### src/rtl/execute_stage_if.sv
// Bundles the per-instruction fields the execute stage consumes and the
// ALU, condition and CC results it produces.
interface execute_stage_if #(
    parameter int WIDTH = 64
);
    logic [3:0]       icode;
    logic [3:0]       ifun;
    logic [WIDTH-1:0] valA;
    logic [WIDTH-1:0] valB;
    logic [WIDTH-1:0] valC;
    logic             stat_ok;
    logic [WIDTH-1:0] valE;
    logic             Cnd;
    logic             zf;
    logic             sf;
    logic             of;

    modport master (
        output icode, ifun, valA, valB, valC, stat_ok,
        input  valE, Cnd, zf, sf, of
    );

    modport slave (
        input  icode, ifun, valA, valB, valC, stat_ok,
        output valE, Cnd, zf, sf, of
    );
endinterface

### src/rtl/execute_stage.sv
// SEQ Y86-64 execute stage: ALU operand selection, valE, branch/cmov condition
// and the ZF/SF/OF condition-code register written by OPq.
module execute_stage #(
    parameter int WIDTH = 64
) (
    input  logic           clk,
    input  logic           reset,
    execute_stage_if.slave bus
);
    localparam logic [WIDTH-1:0] NEG8 = ~(WIDTH'(7));
    localparam logic [WIDTH-1:0] POS8 = WIDTH'(8);

    logic [WIDTH-1:0] w_alu_a;
    logic [WIDTH-1:0] w_alu_b;
    logic [WIDTH-1:0] w_result;
    logic [WIDTH-1:0] w_val_e;
    logic [1:0]       w_fn;
    logic             w_is_opq;
    logic             w_op_bad;
    logic             w_cc_we;
    logic             w_zf_nxt;
    logic             w_sf_nxt;
    logic             w_of_nxt;
    logic             w_cnd;
    logic             w_lt;
    logic             r_zf;
    logic             r_sf;
    logic             r_of;

    assign w_is_opq = (bus.icode == 4'h6);
    assign w_op_bad = w_is_opq && (bus.ifun > 4'd3);
    assign w_fn     = w_is_opq ? bus.ifun[1:0] : 2'd0;
    assign w_cc_we  = w_is_opq && !w_op_bad && bus.stat_ok;

    always_comb begin
        w_alu_a = '0;
        case (bus.icode)
            4'h2, 4'h6:       w_alu_a = bus.valA;
            4'h3, 4'h4, 4'h5: w_alu_a = bus.valC;
            4'h8, 4'hA:       w_alu_a = NEG8;
            4'h9, 4'hB:       w_alu_a = POS8;
            default:          w_alu_a = '0;
        endcase
    end

    always_comb begin
        w_alu_b = '0;
        case (bus.icode)
            4'h4, 4'h5, 4'h6, 4'h8, 4'h9, 4'hA, 4'hB: w_alu_b = bus.valB;
            default:                                  w_alu_b = '0;
        endcase
    end

    always_comb begin
        w_result = '0;
        w_of_nxt = 1'b0;
        case (w_fn)
            2'd0: begin
                w_result = w_alu_b + w_alu_a;
                w_of_nxt = (w_alu_a[WIDTH-1] == w_alu_b[WIDTH-1]) &&
                           (w_result[WIDTH-1] != w_alu_a[WIDTH-1]);
            end
            2'd1: begin
                w_result = w_alu_b - w_alu_a;
                w_of_nxt = (w_alu_a[WIDTH-1] != w_alu_b[WIDTH-1]) &&
                           (w_result[WIDTH-1] != w_alu_b[WIDTH-1]);
            end
            2'd2:    w_result = w_alu_b & w_alu_a;
            default: w_result = w_alu_b ^ w_alu_a;
        endcase
    end

    assign w_val_e  = w_op_bad ? '0 : w_result;
    assign w_zf_nxt = (w_val_e == '0);
    assign w_sf_nxt = w_val_e[WIDTH-1];

    // Conditions look only at the registered CC, never at this cycle's OPq.
    assign w_lt = r_sf ^ r_of;
    always_comb begin
        w_cnd = 1'b0;
        if (bus.icode == 4'h2 || bus.icode == 4'h7) begin
            case (bus.ifun)
                4'd0:    w_cnd = 1'b1;
                4'd1:    w_cnd = w_lt | r_zf;
                4'd2:    w_cnd = w_lt;
                4'd3:    w_cnd = r_zf;
                4'd4:    w_cnd = ~r_zf;
                4'd5:    w_cnd = ~w_lt;
                4'd6:    w_cnd = ~w_lt & ~r_zf;
                default: w_cnd = 1'b0;
            endcase
        end
    end

    always_ff @(posedge clk) begin
        if (reset) begin
            r_zf <= 1'b1;
            r_sf <= 1'b0;
            r_of <= 1'b0;
        end else if (w_cc_we) begin
            r_zf <= w_zf_nxt;
            r_sf <= w_sf_nxt;
            r_of <= w_of_nxt;
        end
    end

    assign bus.valE = w_val_e;
    assign bus.Cnd  = w_cnd;
    assign bus.zf   = r_zf;
    assign bus.sf   = r_sf;
    assign bus.of   = r_of;
endmodule

### src/flat_wrapper.sv
// flat-port wrapper written by rule: the top's interface ports become plain ports
module execute_stage_flat 
#(
    parameter int WIDTH = 64
)
  (clk, reset, bus_icode, bus_ifun, bus_valA, bus_valB, bus_valC, bus_stat_ok, bus_valE, bus_Cnd, bus_zf, bus_sf, bus_of);
  execute_stage_if #(.WIDTH(WIDTH)) bus_i ();
  input  logic clk;
  input  logic reset;
  input wire logic [$bits(bus_i.icode)-1:0] bus_icode;
  input wire logic [$bits(bus_i.ifun)-1:0] bus_ifun;
  input wire logic [$bits(bus_i.valA)-1:0] bus_valA;
  input wire logic [$bits(bus_i.valB)-1:0] bus_valB;
  input wire logic [$bits(bus_i.valC)-1:0] bus_valC;
  input wire logic [$bits(bus_i.stat_ok)-1:0] bus_stat_ok;
  output wire logic [$bits(bus_i.valE)-1:0] bus_valE;
  output wire logic [$bits(bus_i.Cnd)-1:0] bus_Cnd;
  output wire logic [$bits(bus_i.zf)-1:0] bus_zf;
  output wire logic [$bits(bus_i.sf)-1:0] bus_sf;
  output wire logic [$bits(bus_i.of)-1:0] bus_of;
  assign bus_i.icode = bus_icode;
  assign bus_i.ifun = bus_ifun;
  assign bus_i.valA = bus_valA;
  assign bus_i.valB = bus_valB;
  assign bus_i.valC = bus_valC;
  assign bus_i.stat_ok = bus_stat_ok;
  assign bus_valE = bus_i.valE;
  assign bus_Cnd = bus_i.Cnd;
  assign bus_zf = bus_i.zf;
  assign bus_sf = bus_i.sf;
  assign bus_of = bus_i.of;
  execute_stage #(.WIDTH(WIDTH)) u_core (.clk(clk), .reset(reset), .bus(bus_i));
endmodule
### config.mk
export PLATFORM = sky130hd
export DESIGN_NAME = execute_stage_flat
export DESIGN_NICKNAME = d
export VERILOG_FILES = /design/src/rtl/execute_stage_if.sv /design/src/rtl/execute_stage.sv /design/src/flat_wrapper.sv
export SDC_FILE = /design/constraint.sdc
export NUM_CORES = 1
export LEC_CHECK = 0
export ABC_AREA = 1
export ABC_CLOCK_PERIOD_IN_PS = 8070
export CORE_MARGIN = 1
export CORE_UTILIZATION = 30
export CTS_CLUSTER_DIAMETER = 200
export DETAILED_ROUTE_END_ITERATION = 8
export SLEW_MARGIN = 25
export SYNTH_ARGS = -nofsm -noshare
export SYNTH_HDL_FRONTEND = slang
export SYNTH_SLANG_ARGS = --single-unit
### constraint.sdc
create_clock -name clk -period 8.07 [get_ports clk]
set_clock_uncertainty 0.15 [all_clocks]
set_input_delay 1.2105 -clock clk [delete_from_list [all_inputs] [get_ports clk]]
set_output_delay 1.2105 -clock clk [all_outputs]
set_load 0.01 [all_outputs]
Word-level counts from Yosys, hierarchy flattened --
Index checks and enable logic that the tools add are counted.
Word-level totals: register bits after elaboration 3, input bits 203, output and inout bits 68, word-level logic and storage cells 58
Cells by class: add/subtract/negate cells 2, order comparisons 1, equality and inequality tests 22, mux-type cells 8, bitwise gates (word level) 7, reduce and logical (&&, ||, !) cells 15
Operators with widths (count):
- $pmux 64 s4 | 1
- $pmux 64 s3 | 1
- $mux 64 | 2
- $add 64x64->64 | 1
- $and 64x64->64 | 1
- $logic_not 64->1 | 1
- $sub 64x64->64 | 1
- $xor 64x64->64 | 1
- $eq 4x3->1 const B | 7
- $eq 4x2->1 const B | 4
- $eq 4x4->1 const B | 4
- $pmux 1 s7 | 1
- $reduce_or 7->1 | 1
- $reduce_or 2->1 | 3
- $logic_and 1x1->1 | 5
- $eq 4x1->1 const B | 1
- $gt 4x2->1 const B | 1
- $logic_not 4->1 | 1
- $ne 1x1->1 | 3
- $reduce_or 3->1 | 1
- $eq 2x1->1 const B | 1
- $eq 2x2->1 const B | 1
- $logic_not 2->1 | 1
- $mux 2 | 1
- 9 further kinds | 10

Longest topological paths before layout --
word-level depth 7, depth in mapped cells 31, depth with buffers taken out 29

Worst setup path after synthesis --
OpenSTA, ideal clock, no wires.
path type input to output, start input bus_icode[2], end output bus_valE[61], arrival time 4015 ps, data required time 6709 ps, slack 2694 ps, stages on the path 18, buffers on the path 3, path through nor3_1 -> clkbuf_1 -> buf_1 -> a221oi_1 -> ha_1 -> buf_4 -> nor2_1 -> inv_1 -> o21ai_0 -> o21bai_1 -> a21oi_1 -> nor3_1 -> nor2_1 -> nand3_1 -> nand2_1 -> nor2_1 -> nor2_1 -> nor2_1
Between the ends: word-level cells in the longest chain between the ends 6, elaborated cells on any way between the ends 27, classes of those cells 2 x add/sub; 11 x eq/ne; 5 x mux; 2 x bitwise; 7 x reduce/logical
Ends and longest elaborated chain:
- start, declared | RTL line flat_wrapper.sv:10 | input wire logic [$bits(bus_i.icode)-1:0] bus_icode;
- $eq 4x2->1, or another cell as far along | RTL line execute_stage.sv:37 | case (bus.icode)
- $reduce_or 3->1, or another cell as far along | RTL line execute_stage.sv:37
- $pmux 64 s4 / $mux 64 (equally long branches) | RTL line execute_stage.sv:37, execute_stage.sv:48
- $sub 64x64->64, or another cell as far along | RTL line execute_stage.sv:64 | w_result = w_alu_b - w_alu_a;
- $pmux 64 s3 | RTL line execute_stage.sv:57 | case (w_fn)
- $mux 64 * | RTL line execute_stage.sv:73 | assign w_val_e = w_op_bad ? '0 : w_result;
- end, declared | RTL line flat_wrapper.sv:16 | output wire logic [$bits(bus_i.valE)-1:0] bus_valE;
Mark *: on every way between the ends. The rest lies on a longest branch, timed or not.

Worst setup path after layout --
start input bus_icode[0], end output bus_valE[61]
The elaborated chain is that of the path after synthesis.

==> reports/metrics.yaml <==
outcome: "complete, no violations"
die_w_um: 229
cp-start-kind: "primary input"
fin_nets: 3772
cts_resized: 0
worstPathCellList: "clkdlybuf4s50_1, nand2_1, nand2_1, nand2_1, inv_2, buf_4, a221oi_1, ha_1, nand2_1, nor2_1, inv_1, nor4_1, nand2_1, o211ai_1, nand3_1, nand2_1, nor2_1, nor2_1, clkdlybuf4s50_1"
min_path_type: "reg -> reg"
cts_sinks: 3
setup-violations-final: 0
vias: 21600
routed_wl_mm: 82.8
timing.final.crit_share_pct: 96.0
antenna_found_initial: 0
drcViolationCount: 0
avgSynthCellArea_um2: 4.78
swShare_pct: 64.0
synth-seq-cells: 3
setup_tns_ps: 0
drtAntennaViolNets: 0
gp_congestion: 1.12
path_clk_slew_ps: 30
diodes: 0
peakVddDrop_uv: 40.0
dr.pass1.iters: 6
wl_per_cell_um: 20.2
vias_per_cell: 5.26
crit_path_max_incr_delay_ps: 700
synthCells: 3244
maxCapViolCount: 0
ioPinCount: 271
synth_nets: 3581
internal_power_mw: 0.661
period_minus_slack_ps: 7740
drt-initial-drc-count: 3067
power.density_mw_per_mm2: 98.3
hpwl_mm: 71.6
pwr-share-clk_pct: 4.3
grt_usage_pct: 30.2
drv_slew: 0
critical_path.slowest_cell: "nor4_1"
io_buffer_count: 270
fp-row-count: 82
synth_cell_type_count: 50
dieArea_mm2: 0.0526
switchingPower_mw: 1.17
end_kind: "primary output"
fin_hold_ws_ps: 347
rsz0062_at_grt: "false"
cp_common_cell: "nand2_1"
finalHoldViolations: 0
tightest_slew_ps: 1010
total_leakage_power_nw: 10.7
pre_cts_ws_ps: 509
finish.utilization_pct: 36.9
area_growth_pct: 20.6
grt_pass1_vias: 19600
grt_remaining_overflow: 0
core_mm2: 0.0506
combinationalPowerShare_pct: 94.9
start_util_pct: 30.6
path_class: "in -> out"
grt_max_degree: 64
synth_edf_count: 0
cts_setup_buffers: 0
post_dp_cell_area_mm2: 0.0186
cts_hold_buf: 0
design_area_mm2: 0.0187
root_buffer: "clkbuf_16"
worst_slack_ps: 326
grt_pass1_wl_mm: 121
synth_ff_type: "dfxtp_1"
p_seq_share_pct: 0.8
cts_htree_levels: 1
fmax_ghz: 0.129
clockBufferDepth: 2
required_ps: 6710
ys.warnings.count: 0
synth_async_sr_flop_share_pct: 0
arrival_ps: 6380
synth.cell_area_mm2: 0.0155
numCtsBuffers: 3
die_h_um: 229
crit_path_max_fanout: 36
cts_tree: "built"
drive_gt1_share_pct: 3.76
max_slew_margin_pct: 32.5
worstSkewPairLatency_ps: 220
yosysSeqAreaShare_pct: 0.388
power groups by stage:
stage / Combinational, mW / Clock, mW / Sequential [mW]
6_report: 1.74 / 0.0782 / 0.0151
5_1_grt: 1.87 / 0.0814 / 0.0151
3_5_place_dp: 1.67 / 0 / 0.0153
2_1_floorplan: 1.03 / 0 / 0.0153
4_1_cts: 1.68 / 0.0801 / 0.0151
3_3_place_gp: 1.68 / 0 / 0.0153
cell usage in the layout, fill, tap and decap left out, drive strengths merged, types with 4 or more instances in the layout:
cell type        n
nand3          349
ha             132
buf             35
a21oi          212
clkdlybuf4s50  269
nor2           388
nand3b           7
inv            726
nand2          991
nor4             5
nor3            30
clkbuf           4
a21o             4
o21bai          15
a221oi          60
nand4           37
a21boi           4
o21ai          138
synth_stat cells, types with 20 or more instances:
library cell  number  area (um^2)
a21oi_1          206         1030
a221oi_1          60          526
buf_2             23          115
buf_4             32          240
buf_6             20          225
clkbuf_1          38          143
ha_1             132         1650
inv_1            704         2640
inv_2             21         78.8
nand2_1          977         3670
nand3_1          340         1700
nand4_1           37          231
nor2_1           362         1360
nor3_1            24          120
o21ai_0          129          646
worst max-delay path: cells and delay by family:
| family | cells | cell delay [ps] |
|---|---|---|
| AND/OR/NAND/NOR | 11 | 2020 |
| buffers and inverters | 5 | 2110 |
| adder cells (fa/ha/maj) | 1 | 570 |
| AO/OA/AOI/OAI | 2 | 370 |
through the flow:
step	std cells	total power [mW]
after floorplan	3244	1.04
after global placement	4102	1.69
after detailed placement	4102	1.69
after CTS	4106	1.77
after global routing	4106	1.97
final	4106	1.84
cell families after synthesis:
logic type | count (synthesis) | synth area share, %
AND/OR/NAND/NOR | 1813 | 49.4
buffers and inverters | 846 | 22.5
AO/OA/AOI/OAI | 445 | 16.6
adder cells (fa/ha/maj) | 134 | 10.9
XOR/XNOR | 3 | 0.170
flip-flops | 3 | 0.388
routing by layer:
metal	wire (um)	part of all wire [%]	GRT usage, %
met5	0	0	0
met1	36500	44	43.7
met3	9430	11	4.74
met2	33600	41	44.9
met4	3220	3.9	10.3
flip-flops by register name, summed over array words and instances (netlist names):
register       cells
u_core.bus.zf      1
u_core.bus.sf      1
u_core.bus.of      1
worst paths after layout:
path	slack [ps]	cells after the start	end	start
setup / recovery	330	19	bus_valE[61]	bus_icode[0]
hold / removal	350	2	u_core.bus.of	u_core.bus.of
setup reg to reg	7290	2	u_core.bus.zf	u_core.bus.zf
hold reg to reg	350	2	u_core.bus.of	u_core.bus.of
layout make-up:
type / count / area [um^2]
clock buffer: 4 / 78.8
multi-input combinational: 2395 / 12000
inverter: 728 / 2740
fill: 5928 / 31900
sequential: 3 / 60.1
tap: 672 / 841
timing repair buffer: 304 / 2990
No activity file was read; power rests on OpenSTA's default activity.
